==> config.mk <==
export PLATFORM = sky130hd
export DESIGN_NAME = spi_controller_regs
export DESIGN_NICKNAME = d
export VERILOG_FILES = /design/src/rtl/spi_controller_regs.sv
export SDC_FILE = /design/constraint.sdc
export NUM_CORES = 1
export LEC_CHECK = 0
export ABC_AREA = 0
export CAP_MARGIN = 10
export CORE_MARGIN = 2
export CORE_UTILIZATION = 52
export DETAILED_ROUTE_END_ITERATION = 16
export MAX_ROUTING_LAYER = met4
export PLACE_DENSITY = 0.81
export SYNTH_ARGS = -nofsm -noshare
export SYNTH_HDL_FRONTEND = slang
export SYNTH_SLANG_ARGS = --single-unit
==> constraint.sdc <==
create_clock -name clk -period 4.4 [get_ports clk]
set_input_delay 0.44 -clock clk [delete_from_list [all_inputs] [get_ports clk]]
set_output_delay 0.44 -clock clk [all_outputs]
set_load 0.05 [all_outputs]
==> src/rtl/spi_controller_regs.sv <==
// spi_controller_regs
// SPI initiator for the 8-bit config/status register-file target. A single
// valid/ready request becomes one 16-bit frame, MSB first:
//   [15] write flag, [14:8] zero-extended address, [7:0] write data.
// The last 8 bits sampled on MISO are returned as the response.
//
// Ports
//   clk, rst        system clock, synchronous active-high reset
//   ena             0 holds every register (frame stretches, no edges lost)
//   mode            {cpol, cpha}, latched when a request is accepted
//   req_*           request handshake and payload
//   rsp_valid/rdata one-cycle completion pulse and received byte (held)
//   busy            high from the cycle after accept until back in IDLE
//   spi_*           registered SPI pins; spi_miso is asynchronous
//
// State table
//   IDLE  | cs_n high, spi_clk parked at CPOL, waiting for a request
//   SETUP | cs_n low, bit 15 on MOSI, CLK_DIV cycles before the first edge
//   SHIFT | 32 half-periods of CLK_DIV cycles: leading edge, trailing edge
//   HOLD  | cs_n low, spi_clk at CPOL, lets the last MISO sample land
//   GAP   | cs_n high for CLK_DIV cycles, response issued on entry
module spi_controller_regs #(
    parameter int CLK_DIV    = 4,
    parameter int REG_WIDTH  = 8,
    parameter int ADDR_WIDTH = 3
) (
    input  logic                  clk,
    input  logic                  rst,
    input  logic                  ena,
    input  logic [1:0]            mode,
    input  logic                  req_valid,
    output logic                  req_ready,
    input  logic                  req_write,
    input  logic [ADDR_WIDTH-1:0] req_addr,
    input  logic [REG_WIDTH-1:0]  req_wdata,
    output logic                  rsp_valid,
    output logic [REG_WIDTH-1:0]  rsp_rdata,
    output logic                  busy,
    output logic                  spi_cs_n,
    output logic                  spi_clk,
    output logic                  spi_mosi,
    input  logic                  spi_miso
);

    typedef enum logic [2:0] {
        ST_IDLE,
        ST_SETUP,
        ST_SHIFT,
        ST_HOLD,
        ST_GAP
    } state_t;

    localparam int CNT_W = (CLK_DIV > 1) ? $clog2(CLK_DIV) : 1;
    localparam logic [CNT_W-1:0] CNT_LOAD = CNT_W'(CLK_DIV - 1);

    state_t               state_q, state_nxt;
    logic [CNT_W-1:0]     cnt_q, cnt_nxt;
    logic [4:0]           half_q, half_nxt;
    logic [15:0]          tx_q, tx_nxt;
    logic [REG_WIDTH-1:0] rx_q, rx_nxt;
    logic [1:0]           mode_q, mode_nxt;
    logic [1:0]           samp_q, samp_nxt;
    logic                 miso_s1, miso_s2;
    logic                 cs_n_q, cs_n_nxt;
    logic                 sclk_q, sclk_nxt;
    logic                 mosi_q, mosi_nxt;
    logic                 rsp_valid_q, rsp_valid_nxt;
    logic [REG_WIDTH-1:0] rsp_rdata_q, rsp_rdata_nxt;
    logic                 busy_q;

    logic [6:0]  addr_ext;
    logic [15:0] frame;
    logic        accept;
    logic        cnt_tc;
    logic        cpol, cpha;

    always_comb begin
        addr_ext = '0;
        addr_ext[ADDR_WIDTH-1:0] = req_addr;
        frame = {req_write, addr_ext, req_wdata};
    end

    assign req_ready = (state_q == ST_IDLE) & ena;
    assign accept    = req_valid & req_ready;
    assign cnt_tc    = (cnt_q == '0);
    assign cpol      = mode_q[1];
    assign cpha      = mode_q[0];

    always_comb begin
        state_nxt     = state_q;
        cnt_nxt       = cnt_q;
        half_nxt      = half_q;
        tx_nxt        = tx_q;
        rx_nxt        = rx_q;
        mode_nxt      = mode_q;
        samp_nxt      = {samp_q[0], 1'b0};
        cs_n_nxt      = cs_n_q;
        sclk_nxt      = sclk_q;
        mosi_nxt      = mosi_q;
        rsp_valid_nxt = 1'b0;
        rsp_rdata_nxt = rsp_rdata_q;

        // The sample strobe trails its SPI edge by two cycles so the value
        // seen through the MISO synchronizer belongs to that edge.
        if (samp_q[1]) begin
            rx_nxt = {rx_q[REG_WIDTH-2:0], miso_s2};
        end

        if (state_q != ST_IDLE && !cnt_tc) begin
            cnt_nxt = cnt_q - CNT_W'(1);
        end

        case (state_q)
            ST_IDLE: begin
                cs_n_nxt = 1'b1;
                sclk_nxt = cpol;
                mosi_nxt = 1'b0;
                if (accept) begin
                    state_nxt = ST_SETUP;
                    cnt_nxt   = CNT_LOAD;
                    tx_nxt    = frame;
                    mode_nxt  = mode;
                    cs_n_nxt  = 1'b0;
                    sclk_nxt  = mode[1];
                    mosi_nxt  = frame[15];
                end
            end
            ST_SETUP: begin
                if (cnt_tc) begin
                    state_nxt = ST_SHIFT;
                    cnt_nxt   = CNT_LOAD;
                    half_nxt  = 5'd31;
                end
            end
            ST_SHIFT: begin
                if (cnt_tc) begin
                    cnt_nxt  = CNT_LOAD;
                    half_nxt = half_q - 5'd1;
                    // Odd half-counts end on a leading edge, even on trailing.
                    if (half_q[0]) begin
                        sclk_nxt    = ~cpol;
                        samp_nxt[0] = ~cpha;
                        if (cpha) begin
                            mosi_nxt = tx_q[15];
                            tx_nxt   = {tx_q[14:0], 1'b0};
                        end
                    end else begin
                        sclk_nxt    = cpol;
                        samp_nxt[0] = cpha;
                        // Bit 15 was presented in SETUP, so only 15 trailing
                        // edges move MOSI; the final one leaves bit 0 in place.
                        if (!cpha && half_q != 5'd0) begin
                            mosi_nxt = tx_q[14];
                            tx_nxt   = {tx_q[14:0], 1'b0};
                        end
                        if (half_q == 5'd0) begin
                            state_nxt = ST_HOLD;
                        end
                    end
                end
            end
            ST_HOLD: begin
                if (cnt_tc) begin
                    state_nxt     = ST_GAP;
                    cnt_nxt       = CNT_LOAD;
                    cs_n_nxt      = 1'b1;
                    mosi_nxt      = 1'b0;
                    rsp_valid_nxt = 1'b1;
                    rsp_rdata_nxt = rx_q;
                end
            end
            ST_GAP: begin
                if (cnt_tc) begin
                    state_nxt = ST_IDLE;
                end
            end
            default: begin
                state_nxt = ST_IDLE;
                cs_n_nxt  = 1'b1;
                mosi_nxt  = 1'b0;
            end
        endcase
    end

    always_ff @(posedge clk) begin
        if (rst) begin
            state_q     <= ST_IDLE;
            cnt_q       <= '0;
            half_q      <= '0;
            tx_q        <= '0;
            rx_q        <= '0;
            mode_q      <= 2'b00;
            samp_q      <= 2'b00;
            miso_s1     <= 1'b0;
            miso_s2     <= 1'b0;
            cs_n_q      <= 1'b1;
            sclk_q      <= 1'b0;
            mosi_q      <= 1'b0;
            rsp_valid_q <= 1'b0;
            rsp_rdata_q <= '0;
            busy_q      <= 1'b0;
        end else if (ena) begin
            state_q     <= state_nxt;
            cnt_q       <= cnt_nxt;
            half_q      <= half_nxt;
            tx_q        <= tx_nxt;
            rx_q        <= rx_nxt;
            mode_q      <= mode_nxt;
            samp_q      <= samp_nxt;
            miso_s1     <= spi_miso;
            miso_s2     <= miso_s1;
            cs_n_q      <= cs_n_nxt;
            sclk_q      <= sclk_nxt;
            mosi_q      <= mosi_nxt;
            rsp_valid_q <= rsp_valid_nxt;
            rsp_rdata_q <= rsp_rdata_nxt;
            busy_q      <= (state_nxt != ST_IDLE);
        end
    end

    assign spi_cs_n  = cs_n_q;
    assign spi_clk   = sclk_q;
    assign spi_mosi  = mosi_q;
    assign rsp_valid = rsp_valid_q;
    assign rsp_rdata = rsp_rdata_q;
    assign busy      = busy_q;

endmodule
==> impl.org <==
** Worst setup path
- Worst setup path class :: in2out
- CP startpoint kind :: input pin
- At the worst endpoint, the required time is 3.96 ns.
- Max stage delay cell, worst path :: sky130_fd_sc_hd__clkdlybuf4s50_1
- Largest stage delay on the critical path :: 0.90 ns
- The worst setup path is captured at a primary output.
- Walking the worst path, the cells encountered are clkdlybuf4s50_1 -> buf_4 -> nor4b_4 -> clkdlybuf4s50_1.
- At the worst endpoint, the arrival time is 2.53 ns.
- Among the stages of the critical path, the cell type that occurs most often is sky130_fd_sc_hd__clkdlybuf4s50_1.
- Biggest fanout along the worst timing path :: 23

** Pwr
- Sequential fraction of design power :: 52.0%
- Peak supply drop :: 223 uV
- The share of total power dissipated in the clock network is 29.6%.
- PD cells :: 330 nW/um^2
- P_leak :: 1.16 nW
- For this design the total switching power over the nets is 286 uW.
- Net switching is 28.7% of the power.
- The internal power of the cells totals 711 uW.
- Combinational fraction of design power :: 18.4%

** STA
- Fmax achieved :: 337 MHz
- Post-route minimum period :: 2.97 ns
- Worst-Margin Slew :: 1.06 ns
- The count of endpoints failing hold in the final timing report is 0.
- Setup violations remaining at the end of the flow were counted as 0.
- Layout Skew :: 0.0123 ns
- Unrepaired setup endpoints after global routing :: false
- Dividing the final minimum period by the clock period gives 67.4%.
- The max-slew violation total from the final report came to 0.
- In this run the tightest slew margin relative to its limit is 29.6%.
- Setup total negative slack on the finished layout was measured at 0 ns.

** Final layout
- # diodes :: 0
- Post-Layout Cell Count :: 372
- Final Net Count :: 327
- Relative to the synthesized area, the layout overhead comes to 16.1%.
- Fill cells :: 410
- Summing all multi-input logic gate instances after layout gives 1410 sq um.
- After routing the design area is 3020 sq um.
- In the final layout, flip-flops and latches occupy 1060 sq um.
- Fraction of final layout cells with drive strength greater than 1 :: 10.5%

** Clocking
- Number of setup buffers added after CTS :: 0
- The root buffer cell chosen for the clock tree is sky130_fd_sc_hd__clkbuf_8.
- The later pin in the worst-skew pair is clocked with a latency of 0.31 ns.
- CTS hold repair buffers :: 0
- TritonCTS built the clock tree.
- Clock tree synthesis found a total of 53 sinks.
- Clock transition at the register clock pins on the worst setup and hold paths after CTS :: 0.09 ns
- Inserted Clock Buffers :: 5
- Number of gates resized after cts :: 0
- Maximum count of clock buffers along a single path :: 2
- H-tree depth :: 2

** Place
- The placed instances occupy a cell area of 2920 sq um.
- Routability-driven placement finished with a final weighted congestion of 0.844.
- Port-buffer cells :: 32
- Post-Place Cells :: 364
- Detailed placement finished with a half-perimeter wire length of 3450 um.

** Route
- Wires add up to 5030 um.
- For this block, the initial DRC count from the detailed router was 170.
- The routed layout has 2050 vias.
- After detailed routing, the average wire length per cell comes to 13.5 um.
- Dividing the detail-routed via count by the number of cells gives 5.51.
- Pre-antenna DRT Iters :: 4
- Once detail routing completed, the nets flagged for antenna violations numbered 0.
- Number of remaining DRC errors :: 0

** Synth
- A synthesized cell averages 9.20 sq um.
- Share of the yosys chip area belonging to registers :: 40.8%
- Most frequent cell after synthesis :: sky130_fd_sc_hd__dfxtp_1
- Most frequently used flop master after synthesis :: sky130_fd_sc_hd__dfxtp_1
- The top cell type by area accounts for 40.8% of the synthesized area.
- In this run, distinct cell masters in the synthesized netlist total 47.
- Total standard cell area after synthesis :: 2600 sq um
- The synthesized design spends more area on one cell type than any other, namely sky130_fd_sc_hd__dfxtp_1.
- In the synthesized netlist the async set-or-reset flop fraction comes to 0%.
- Number of enable flip-flop cells after synthesis :: 0
- Yosys printed 0 warnings.
- Yosys attributes the largest share of cell area to sky130_fd_sc_hd__dfxtp_1 41%, sky130_fd_sc_hd__mux2i_1 9.6%, sky130_fd_sc_hd__mux2_4 5.2%.
- Ranking of synthesized cells by instance count :: 53 x sky130_fd_sc_hd__dfxtp_1, 27 x sky130_fd_sc_hd__nor2_1, 25 x sky130_fd_sc_hd__a21oi_1, 25 x sky130_fd_sc_hd__mux2i_1, 18 x sky130_fd_sc_hd__nand2_1
- Post-synthesis instance total :: 283
- Syn_nets :: 306
- Counting flops and latches in the post-synthesis netlist gives 53.

** Floorplanning
- Height of the die :: 74.7 um
- Core area :: 4790 sq um
- Initial Utilization :: 54.4%
- During I/O placement, the number of pins put on the boundary was 33.
- Die area :: 5590 sq um
- Measured along the x axis, the die boundary spans 74.7 um.
- Std cell rows :: 25

** Global route
- GRT Total Usage :: 20.9%
- Entering global routing, the biggest net connects 64 pins.
- The first global-routing pass estimated 8780 um of wire.
- Via count of the first global-routing pass :: 1908
- The total overflow left after global routing is 0.
- The initial antenna violation count came to 0.

** Min path
- The path class of the tightest hold or removal check is reg2reg.

** Outcome
- Outcome :: complete, no violations

** Job
- Max-cap violations in this run came to 0.
==> per-layer routing <==
metal	part of all wire (%)	global-route usage, %	vias up
met1	48	28.1	954
met5	0	-	-
met4	1.6	7.14	0
li1	-	-	1044
met3	3.7	4.42	8
met2	47	31.5	44
==> sequential cells by signal, summed over array words and instances, names as in the netlist <==
register and cells:
busy 1, cnt_q 2, half_q 5, miso_s1 1, miso_s2 1, mode_q 2, rsp_rdata 8, rsp_valid 1
rx_q 8, samp_q 2, spi_clk 1, spi_cs_n 1, spi_mosi 1, state_q 3, tx_q 16
==> path summary, 6_finish.rpt <==
path / cells past startpoint / startpoint / slack (ns) / endpoint
max: 4 / ena / 1.43 / req_ready
min: 2 / samp_q[0] / 0.46 / samp_q[0]
max reg2reg: 6 / half_q[0] / 2.04 / tx_q[4]
min reg2reg: 2 / samp_q[0] / 0.46 / samp_q[0]
==> worst max-delay path, delay by kind of cell <==
| kind | cells | cell delay (ns) |
|---|---|---|
| and+or+nand+nor | 1 | 0.47 |
| buffers and inverters | 3 | 1.62 |
==> cells by family after synthesis <==
family | count (synthesis) | synth area share [%]
AND/OR/NAND/NOR | 104 | 21.5
AO/OA/AOI/OAI | 53 | 13.7
flip-flops | 53 | 40.8
multiplexers | 38 | 16.5
buffers and inverters | 30 | 5.24
adder cells (fa/ha/maj) | 4 | 1.92
XOR/XNOR | 1 | 0.337
==> final cells by class <==
class / count / area share [%]
multi-input combinational: 200 / 46.7
tap: 67 / 2.77
sequential: 53 / 35.1
clock inverter: 2 / 0.538
inverter: 10 / 1.24
clock buffer: 6 / 2.73
timing repair buffer: 34 / 10.9
==> power by group through the flow <==
stage | sequential [mW] | clock (mW) | combinational, mW
after global routing | 0.523 | 0.323 | 0.201
after CTS | 0.519 | 0.297 | 0.184
final | 0.519 | 0.295 | 0.184
after detailed placement | 0.530 | 0 | 0.183
after floorplan | 0.528 | 0 | 0.137
after global placement | 0.529 | 0 | 0.179
==> cell usage in the layout, fill, tap and decap left out, types with 2 or more instances in the layout <==
cell	instances
sky130_fd_sc_hd__mux2_2	4
sky130_fd_sc_hd__or4_1	2
sky130_fd_sc_hd__buf_4	2
sky130_fd_sc_hd__nor3_1	9
sky130_fd_sc_hd__dfxtp_1	53
sky130_fd_sc_hd__nor2_1	27
sky130_fd_sc_hd__ha_1	4
sky130_fd_sc_hd__clkdlybuf4s50_1	31
sky130_fd_sc_hd__nand2b_1	6
sky130_fd_sc_hd__nand3_1	16
sky130_fd_sc_hd__inv_1	9
sky130_fd_sc_hd__mux2_4	9
sky130_fd_sc_hd__nor2b_1	15
sky130_fd_sc_hd__a21oi_1	25
sky130_fd_sc_hd__a311oi_1	4
sky130_fd_sc_hd__clkbuf_8	6
sky130_fd_sc_hd__mux2i_1	25
sky130_fd_sc_hd__a221oi_1	2
sky130_fd_sc_hd__o211ai_1	5
sky130_fd_sc_hd__o31a_1	2
sky130_fd_sc_hd__o21ai_0	4
sky130_fd_sc_hd__nand2_1	18
==> metrics by stage <==
step,total power [mW],worst slack (ns),hold WS [ns],utilization (%)
2_1_floorplan,0.665,2.30,0.432,-
3_3_place_gp,0.708,1.45,0.445,61.1
3_5_place_dp,0.712,1.44,0.449,61.1
4_1_cts,0.999,1.43,0.463,63.1
5_1_grt,1.05,1.32,0.492,63.1
6_report,0.997,1.43,0.462,63.1
(Power assumes the default switching activity.)
